<file path="config.mk">
export PLATFORM = sky130hd
export DESIGN_NAME = commit_unit
export DESIGN_NICKNAME = d
export VERILOG_FILES = /design/src/rtl/commit_unit.sv
export SDC_FILE = /design/constraint.sdc
export NUM_CORES = 1
export LEC_CHECK = 0
export CAP_MARGIN = 5
export CORE_ASPECT_RATIO = 0.5
export CORE_UTILIZATION = 35
export CTS_CLUSTER_DIAMETER = 150
export CTS_CLUSTER_SIZE = 25
export DETAILED_ROUTE_END_ITERATION = 8
export GPL_TIMING_DRIVEN = 0
export PLACE_DENSITY = 0.54
export SYNTH_ARGS = -nofsm -noshare
export SYNTH_HDL_FRONTEND = slang
export SYNTH_SLANG_ARGS = --single-unit
</file>
<file path="constraint.sdc">
create_clock -name clk -period 2.4 [get_ports clk]
set_input_delay 0.6 -clock clk [delete_from_list [all_inputs] [get_ports clk]]
set_output_delay 0.6 -clock clk [all_outputs]
set_load 0.02 [all_outputs]
</file>
<file path="src/rtl/commit_unit.sv">
// In-order commit unit: allocates entries in program order, marks them done on
// out-of-order completion, retires one per cycle. Optional flush: COMMIT_UNIT_FLUSH_EN.
module commit_unit #(
  parameter int p_depth          = 16,
  parameter int p_phys_addr_bits = 6,
  parameter int p_seq_num_bits   = $clog2(p_depth)
) (
  input  logic                        clk,
  input  logic                        rst,
`ifdef COMMIT_UNIT_FLUSH_EN
  input  logic                        flush,
`endif
  input  logic                        alloc_en,
  output logic                        alloc_rdy,
  input  logic [4:0]                  alloc_areg,
  input  logic [p_phys_addr_bits-1:0] alloc_preg,
  input  logic [p_phys_addr_bits-1:0] alloc_ppreg,
  output logic [p_seq_num_bits-1:0]   alloc_seq,
  input  logic                        complete_val,
  input  logic [p_seq_num_bits-1:0]   complete_seq,
  output logic                        commit_val,
  output logic [p_seq_num_bits-1:0]   commit_seq,
  output logic [4:0]                  commit_areg,
  output logic [p_phys_addr_bits-1:0] commit_preg,
  output logic [p_phys_addr_bits-1:0] commit_ppreg
);

  localparam int PTR_W = p_seq_num_bits + 1;
  localparam logic [PTR_W-1:0] PTR_ONE = PTR_W'(1);

  logic [PTR_W-1:0]            head_q, head_d, tail_q, tail_d;
  logic [p_depth-1:0]          valid_q, valid_d, done_q, done_d;
  logic [4:0]                  areg_q  [p_depth];
  logic [4:0]                  areg_d  [p_depth];
  logic [p_phys_addr_bits-1:0] preg_q  [p_depth];
  logic [p_phys_addr_bits-1:0] preg_d  [p_depth];
  logic [p_phys_addr_bits-1:0] ppreg_q [p_depth];
  logic [p_phys_addr_bits-1:0] ppreg_d [p_depth];

  logic                        commit_val_q, commit_val_d;
  logic [p_seq_num_bits-1:0]   commit_seq_q, commit_seq_d;
  logic [4:0]                  commit_areg_q, commit_areg_d;
  logic [p_phys_addr_bits-1:0] commit_preg_q, commit_preg_d;
  logic [p_phys_addr_bits-1:0] commit_ppreg_q, commit_ppreg_d;

  logic [p_seq_num_bits-1:0] head_idx, tail_idx;
  logic empty, full, alloc_fire, commit_fire;

  assign head_idx    = head_q[p_seq_num_bits-1:0];
  assign tail_idx    = tail_q[p_seq_num_bits-1:0];
  assign empty       = (head_q == tail_q);
  assign full        = (head_idx == tail_idx) && (head_q[PTR_W-1] != tail_q[PTR_W-1]);
  assign alloc_rdy   = !full;
  assign alloc_seq   = tail_idx;
  assign alloc_fire  = alloc_en && !full;
  assign commit_fire = !empty && valid_q[head_idx] && done_q[head_idx];

  always_comb begin
    head_d         = head_q;
    tail_d         = tail_q;
    valid_d        = valid_q;
    done_d         = done_q;
    areg_d         = areg_q;
    preg_d         = preg_q;
    ppreg_d        = ppreg_q;
    commit_val_d   = 1'b0;
    commit_seq_d   = commit_seq_q;
    commit_areg_d  = commit_areg_q;
    commit_preg_d  = commit_preg_q;
    commit_ppreg_d = commit_ppreg_q;

    if (complete_val && valid_q[complete_seq])
      done_d[complete_seq] = 1'b1;

    // Commit decision uses pre-edge done, so a completion never retires in the same edge.
    if (commit_fire) begin
      valid_d[head_idx] = 1'b0;
      done_d[head_idx]  = 1'b0;
      head_d            = head_q + PTR_ONE;
      commit_val_d      = 1'b1;
      commit_seq_d      = head_idx;
      commit_areg_d     = areg_q[head_idx];
      commit_preg_d     = preg_q[head_idx];
      commit_ppreg_d    = ppreg_q[head_idx];
    end

    // The tail slot is never valid, so it cannot collide with the completion above.
    if (alloc_fire) begin
      valid_d[tail_idx] = 1'b1;
      done_d[tail_idx]  = 1'b0;
      areg_d[tail_idx]  = alloc_areg;
      preg_d[tail_idx]  = alloc_preg;
      ppreg_d[tail_idx] = alloc_ppreg;
      tail_d            = tail_q + PTR_ONE;
    end

`ifdef COMMIT_UNIT_FLUSH_EN
    if (flush) begin
      head_d         = '0;
      tail_d         = '0;
      valid_d        = '0;
      done_d         = '0;
      commit_val_d   = 1'b0;
      commit_seq_d   = commit_seq_q;
      commit_areg_d  = commit_areg_q;
      commit_preg_d  = commit_preg_q;
      commit_ppreg_d = commit_ppreg_q;
    end
`endif
  end

  always_ff @(posedge clk) begin
    if (rst) begin
      head_q         <= '0;
      tail_q         <= '0;
      valid_q        <= '0;
      done_q         <= '0;
      commit_val_q   <= 1'b0;
      commit_seq_q   <= '0;
      commit_areg_q  <= '0;
      commit_preg_q  <= '0;
      commit_ppreg_q <= '0;
    end else begin
      head_q         <= head_d;
      tail_q         <= tail_d;
      valid_q        <= valid_d;
      done_q         <= done_d;
      commit_val_q   <= commit_val_d;
      commit_seq_q   <= commit_seq_d;
      commit_areg_q  <= commit_areg_d;
      commit_preg_q  <= commit_preg_d;
      commit_ppreg_q <= commit_ppreg_d;
    end
  end

  // Payload is qualified by valid, so it needs no reset.
  always_ff @(posedge clk) begin
    areg_q  <= areg_d;
    preg_q  <= preg_d;
    ppreg_q <= ppreg_d;
  end

  assign commit_val   = commit_val_q;
  assign commit_seq   = commit_seq_q;
  assign commit_areg  = commit_areg_q;
  assign commit_preg  = commit_preg_q;
  assign commit_ppreg = commit_ppreg_q;

endmodule

</file>
==> impl_metrics.yaml, run 1 <==
finish:
  fin_area_sq_mm: 0.0160
  drive_gt1_share_pct: 27.2
  final_nets: 904
  finalCoreUtilization_pct: 42.2
  seqCellArea_sq_mm: 0.00947
  syn_to_final_growth_pct: 17.3
  antennaDiodeCount: 0
  fillers: 3400
  multiInputGateArea_sq_mm: 0.00395
timing:
  slew_headroom_pct: 35.7
  worst_slew_pin_slew_ns: 0.965
  rsz0062_at_grt: "true"
  timing.final.crit_share_pct: 99.4
  finalHoldViolCount: 0
  whs_ns: 0.485
  fmax_ghz: 0.419
  maxSlewViolCount: 0
  setup_violations: 0
  finalWorstSetupSlack_ns: 0.0143
  finalCriticalPeriod_ns: 2.39
  skew_ns: 0.0141
clocking:
  ctsLongestPathBuffers: 3
  insertion_delay_ns: 0.52
  cts_tree: "done"
  cts_max_level: 1
  cts_num_sinks: 336
  clk_pin_slew_ns: 0.11
  cts_buffers: 17
  clockRootBuffer: "clkbuf_16"
placed_design:
  placed_cell_area_sq_mm: 0.0148
  io_buffers: 48
  preCtsSetupSlack_ns: -0.945
  gp_congestion: 0.878
  dp_hpwl_mm: 21.9
setup_path:
  path_buf_inv: 3
  critical_path_class: "reg2out"
  cp_cell_sequence: "buf_12, xnor2_2, nand4_2, buf_4, nand2b_1, buf_2"
  crit_arrival_ns: 1.79
  cp.depth: 6
  required_ns: 1.80
  worst_setup_path_end_kind: "output port"
  cp_slowest_cell: "dfxtp_4"
  ff2ff_path_depth: 7
  critPathLaunchType: "flop"
  crit_family: "buffers and inverters"
  max_stage_delay_ns: 0.37
  path_max_fanout: 10
synthesis:
  synth.area.mux_share_pct: 15.1
  ys_seq_elements: 336
  yosys.area_share.simple_pct: 4.29
  synth_cell_types: 54
  synth_top_family_by_area: "multiplexers"
  synth_compound_area_share_pct: 7.30
  synth_xor_area_share_pct: 0.641
  synth_fa_ha_area_share_pct: 0.733
  syn-cell-area_sq_mm: 0.0137
  syn_avg_cell_area_sq_um: 17.6
  synth_edf_count: 272
  synthCells: 777
  yosys_warnings: 0
  ys_seq_area_share_pct: 69.2
  synthFlopType: "edfxtp_1"
  synthArstFlopShare_pct: 0
  syn-num-nets: 810
routing:
  wl_mm: 35.9
  drt_first_pass_iters: 5
  drc: 0
  via_per_inst: 5.53
  vias: 7753
  avgRoutedWirePerCell_um: 25.6
  drtIter0Drc: 896
  ant_nets: 0
floorplan:
  dieArea_sq_mm: 0.0399
  dieWidth_um: 281
  start_util_pct: 36.0
  io_pins: 52
  core_region_area_sq_mm: 0.0379
  rows: 50
  fp.dieH_um: 142
power:
  comb_power_share_pct: 4.3
  peakVddDrop_uv: 343
  power_mw: 10.0
  power_density_mw_per_mm2: 625
  power.switching_mw: 2.13
  p_seq_share_pct: 63.7
  p_leak_nw: 4.95
  p_clk_share_pct: 32.0
  swShare_pct: 21.3
  internal_power_mw: 7.88
global_route:
  antenna_found_initial: 0
  gr-total-overflow: 0
  grt_pass1_wl_mm: 52.4
  grt_max_degree: 27
  grtUsageTotal_pct: 18.3
  first_global_vias: 7689
status:
  status: "complete, no violations"
hold_path:
  min_path_type: "reg2reg"
  hold-path-cell-count: 2
run:
  drv_cap: 0
==> per-stage QoR <==
stage | instances | setup TNS [ns]
after global routing | 1401 | -0.182
after global placement | 1345 | -229.34
after floorplan | 777 | 0
after CTS | 1401 | -0.0672
final | 1401 | 0
after detailed placement | 1345 | -237.04
==> layer usage <==
metal,global-route usage (%),part of all wire [%],up-vias,routed length (um)
met5,0,0,-,0
met4,3.20,1.7,0,614
met3,2.17,5.6,47,2010
met2,28.6,46,256,16400
met1,27.6,47,4138,16900
li1,-,-,3312,-
==> state kept, by name (all words and copies together) (netlist names) <==
name / flops
ppreg_q: 96
preg_q: 96
areg_q: 80
done_q: 16
valid_q: 16
commit_ppreg: 6
commit_preg: 6
commit_areg: 5
head_q: 5
tail_q: 5
commit_seq: 4
commit_val: 1
==> final timing paths <==
kind	from	slack, ns	endpoint
worst min-delay path	commit_seq[0]$_SDFFE_PP0N_	0.49	commit_seq[0]$_SDFFE_PP0N_
worst max-delay path	head_q[1]$_SDFFE_PP0N_	0.01	alloc_rdy
worst max register to register	head_q[1]$_SDFFE_PP0N_	0.03	commit_ppreg[0]$_SDFFE_PP0N_
worst min register to register	commit_seq[0]$_SDFFE_PP0N_	0.49	commit_seq[0]$_SDFFE_PP0N_
==> power by group through the flow <==
stage | Clock, mW | Sequential, mW | Combinational, mW
2_1_floorplan | 0 | 6.50 | 0.185
3_5_place_dp | 0 | 6.51 | 0.385
4_1_cts | 3.29 | 6.38 | 0.424
3_3_place_gp | 0 | 6.51 | 0.374
6_report | 3.21 | 6.38 | 0.428
5_1_grt | 3.47 | 6.38 | 0.456
==> worst register-to-register path, stage by stage, from the launching register on <==
cell and delay, ns:
dfxtp_4 0.38, buf_12 0.14, buf_4 0.23, clkbuf_2 0.40, mux4_2 0.38, a22oi_1 0.31
a21oi_1 0.14, mux2_2 0.29
==> cells in the mapped netlist, drive strengths merged, types with 8 or more instances <==
| cell | instances | area share, % |
|---|---|---|
| edfxtp | 272 | 60 |
| mux4 | 76 | 13 |
| dfxtp | 64 | 9.4 |
| a21oi | 52 | 1.9 |
| a22oi | 37 | 2.1 |
| clkbuf | 31 | 0.85 |
| buf | 25 | 1.1 |
| inv | 25 | 0.69 |
| nor2b | 22 | 1.0 |
| mux2 | 20 | 1.6 |
| nand3 | 18 | 0.75 |
| mux2i | 13 | 0.95 |
| nor2 | 13 | 0.36 |
| nand2b | 12 | 0.55 |
| o41ai | 12 | 0.77 |
| a2111oi | 8 | 0.88 |
| ha | 8 | 0.73 |
==> cells in the final DEF (no fill, tap or decap), types with 5 or more instances in the layout <==
cell	netlist	routed
edfxtp_1	272	272
mux4_2	76	76
dfxtp_1	64	56
a21oi_1	52	52
clkdlybuf4s50_1	0	47
a22oi_1	36	35
nor2b_1	22	22
clkbuf_1	31	21
buf_12	0	20
buf_4	7	20
clkbuf_16	0	17
nand3_1	17	16
clkinvlp_4	0	16
mux2i_1	13	13
nand2b_1	12	12
mux2_2	12	12
o41ai_1	12	12
nor2_1	13	11
clkbuf_2	0	11
inv_1	25	9
buf_2	14	9
buf_6	1	8
a2111oi_2	8	8
a311o_1	6	6
mux2_1	8	6
ha_1	8	6
dfxtp_2	0	5
==> repair_timing <==
item / in CTS / in global routing
hold buffers: 0 / 0
gates resized for setup: 77 / 26
setup buffers: 32 / 0
endpoints found under the setup margin: 337 / 28
pin swaps: 3 / 1
==> cell families after synthesis <==
family / after synthesis
AOI/OAI and AO/OA: 135
xor gates and xnor gates: 10
adders and majority gates: 8
buffers and inverters: 81
DFF: 336
muxes: 109
and+or+nand+nor: 98
==> layout make-up <==
| class | count | area share (%) |
|---|---|---|
| Clock buffer | 27 | 2.89 |
| Tap cell | 520 | 4.06 |
| Timing Repair Buffer | 80 | 5.88 |
| Buffer | 51 | 2.30 |
| Sequential cell | 336 | 59.1 |
| Multi-Input combinational cell | 360 | 24.6 |
| Clock inverter | 2 | 0.156 |
| Inverter | 25 | 0.961 |
Power figures use the tool's default switching activity.
==> run 2, diff against run 1 <==
--- a/config.mk
+++ b/config.mk
@@ -12,6 +12,7 @@
 export CTS_CLUSTER_SIZE = 25
 export DETAILED_ROUTE_END_ITERATION = 8
 export GPL_TIMING_DRIVEN = 0
+export HOLD_SLACK_MARGIN = 0.1
 export PLACE_DENSITY = 0.54
 export SYNTH_ARGS = -nofsm -noshare
 export SYNTH_HDL_FRONTEND = slang
==> results of run 2 <==
Same layout as run 1: the final DEF is identical, and so are final timing and power.
==> run 3, diff against run 2 <==
--- a/config.mk
+++ b/config.mk
@@ -7,13 +7,13 @@
 export LEC_CHECK = 0
 export CAP_MARGIN = 5
 export CORE_ASPECT_RATIO = 0.5
-export CORE_UTILIZATION = 35
+export CORE_UTILIZATION = 50
 export CTS_CLUSTER_DIAMETER = 150
 export CTS_CLUSTER_SIZE = 25
 export DETAILED_ROUTE_END_ITERATION = 8
 export GPL_TIMING_DRIVEN = 0
 export HOLD_SLACK_MARGIN = 0.1
-export PLACE_DENSITY = 0.54
+export PLACE_DENSITY = 0.72
 export SYNTH_ARGS = -nofsm -noshare
 export SYNTH_HDL_FRONTEND = slang
 export SYNTH_SLANG_ARGS = --single-unit
==> impl_metrics.yaml, run 3 (synthesized netlist as in run 1, its figures left out) <==
status:
  status: "complete, no violations"
setup_path:
  max_stage_delay_ns: 0.35
  cp_slowest_cell: "dfxtp_2"
  worst_setup_path_end_kind: "output port"
  cp_cell_sequence: "buf_6, xnor2_1, nand4_2, nand2b_4, buf_2"
  crit_start: "head_q[0]$_SDFFE_PP0N_"
  critical_path_class: "reg2out"
  ff2ff_path_depth: 7
  r2r-start: "head_q[1]$_SDFFE_PP0N_"
  critPathLaunchType: "flop"
  crit_arrival_ns: 1.76
  r2r-end: "commit_preg[5]$_SDFFE_PP0N_"
  crit_family: "simple AND/OR/NAND/NOR gates"
  r2r_setup_slack_ns: 0.05
  required_ns: 1.80
  path_max_fanout: 9
  path_buf_inv: 2
timing:
  fmax_ghz: 0.424
  slew_headroom_pct: 49.0
  whs_ns: 0.480
  finalWorstSetupSlack_ns: 0.0433
  rsz0062_at_grt: "true"
  timing.final.crit_share_pct: 98.2
  maxSlewViolCount: 0
  worst_slew_pin_slew_ns: 0.764
  setup_violations: 0
  finalCriticalPeriod_ns: 2.36
  skew_ns: 0.0284
  finalHoldViolCount: 0
floorplan:
  dieArea_sq_mm: 0.0280
  start_util_pct: 51.2
  dieWidth_um: 236
  fp.dieH_um: 119
  core_region_area_sq_mm: 0.0266
  rows: 42
  io_pins: 52
clocking:
  ctsLongestPathBuffers: 3
  clockRootBuffer: "clkbuf_16"
  clk_pin_slew_ns: 0.11
  cts_max_level: 1
  insertion_delay_ns: 0.52
  cts_num_sinks: 336
  cts_buffers: 17
  cts_tree: "done"
power:
  p_clk_share_pct: 31.9
  p_leak_nw: 4.92
  power.switching_mw: 2.08
  p_seq_share_pct: 64.0
  power_density_mw_per_mm2: 632
  comb_power_share_pct: 4.2
  swShare_pct: 20.9
  internal_power_mw: 7.88
  peakVddDrop_uv: 438
hold_path:
  hp-start: "commit_seq[1]$_SDFFE_PP0N_"
  min_path_type: "reg2reg"
  holdPathEnd: "commit_seq[1]$_SDFFE_PP0N_"
  hold-path-cell-count: 2
routing:
  ant_nets: 0
  via_per_inst: 6.31
  drc: 0
  vias: 7788
  drtIter0Drc: 901
  avgRoutedWirePerCell_um: 26.4
  wl_mm: 32.6
  drt_first_pass_iters: 6
finish:
  reg_top3: "ppreg_q x96, preg_q x96, areg_q x80"
  finalCoreUtilization_pct: 59.2
  final_common_cell: "edfxtp_1"
  final_cell_mix: "edfxtp_1 (272), mux4_2 (76), dfxtp_1 (56), a21oi_1 (52), clkdlybuf4s50_1 (47)"
  fin_cells: 1235
  antennaDiodeCount: 0
  final_nets: 905
  fillers: 1917
  drive_gt1_share_pct: 27.2
  syn_to_final_growth_pct: 15.5
global_route:
  first_global_vias: 7668
  antenna_found_initial: 0
  grt_max_degree: 27
  grtUsageTotal_pct: 23.8
  gr-total-overflow: 0
  grt_pass1_wl_mm: 48.9
placed_design:
  io_buffers: 48
  gp_congestion: 0.920
  dp_hpwl_mm: 20.2
  preCtsSetupSlack_ns: -0.787
  dp.cells: 1177
run:
  drv_cap: 0
run 3: layer usage:
layer,part of all wire [%],track usage (%)
met4,2.3,4.82
met2,46,37.8
met3,8.5,3.96
met5,0,0
met1,43,34.9
run 3: cell type report:
cell class                      count  area, sq um  share of cell area [%]
Tap cell                          352          440                    2.79
Inverter                           25          154                   0.976
Sequential cell                   336         9460                    60.0
Buffer                             51          364                    2.31
Clock buffer                       28          467                    2.96
Multi-Input combinational cell    360         3950                    25.0
Timing Repair Buffer               81          911                    5.78
Clock inverter                      2         25.0                   0.159
run 3: per-stage QoR:
step	power (mW)	setup TNS, ns	area, sq um
CTS	9.98	0	15700
global placement	6.86	-183.97	14600
finish	9.97	0	15800
floorplan	6.68	0	13700
global route	10.2	-0.0124	15800
detailed placement	6.88	-197.60	14600
run 3: how the worst max path moves through the flow:
stage                                   to  slack, ns  cells after the start
2_1_floorplan  commit_areg[0]$_SDFFE_PP0N_       0.08                      7
4_1_cts                          alloc_rdy       0.01                      5
3_3_place_gp   commit_preg[0]$_SDFFE_PP0N_      -0.72                      8
5_1_grt                          alloc_rdy     -0.007                      5
3_5_place_dp          preg_q[82]$_DFFE_PP_      -0.79                      9
6_report                         alloc_rdy       0.04                      5
run 3: power by group through the flow:
stage / registers (mW) / logic, mW / clock network, mW
after floorplan: 6.50 / 0.185 / 0
after global routing: 6.38 / 0.445 / 3.40
after global placement: 6.51 / 0.354 / 0
final: 6.37 / 0.416 / 3.18
after CTS: 6.37 / 0.410 / 3.20
after detailed placement: 6.51 / 0.367 / 0
run 3: what timing repair did:
| item | CTS | global route |
|---|---|---|
| hold endpoints to repair | 0 | 0 |
| pin swaps | 3 | 1 |
| endpoints found under the setup margin | 332 | 113 |
| resized for setup | 75 | 20 |
| buffers inserted | 30 | 3 |
| hold buffers | 0 | 0 |
run 3: worst min-delay path, stage by stage (launching register included):
cell      delay (ns)
dfxtp_1         0.32
nand2b_1        0.06
mux2i_1         0.06
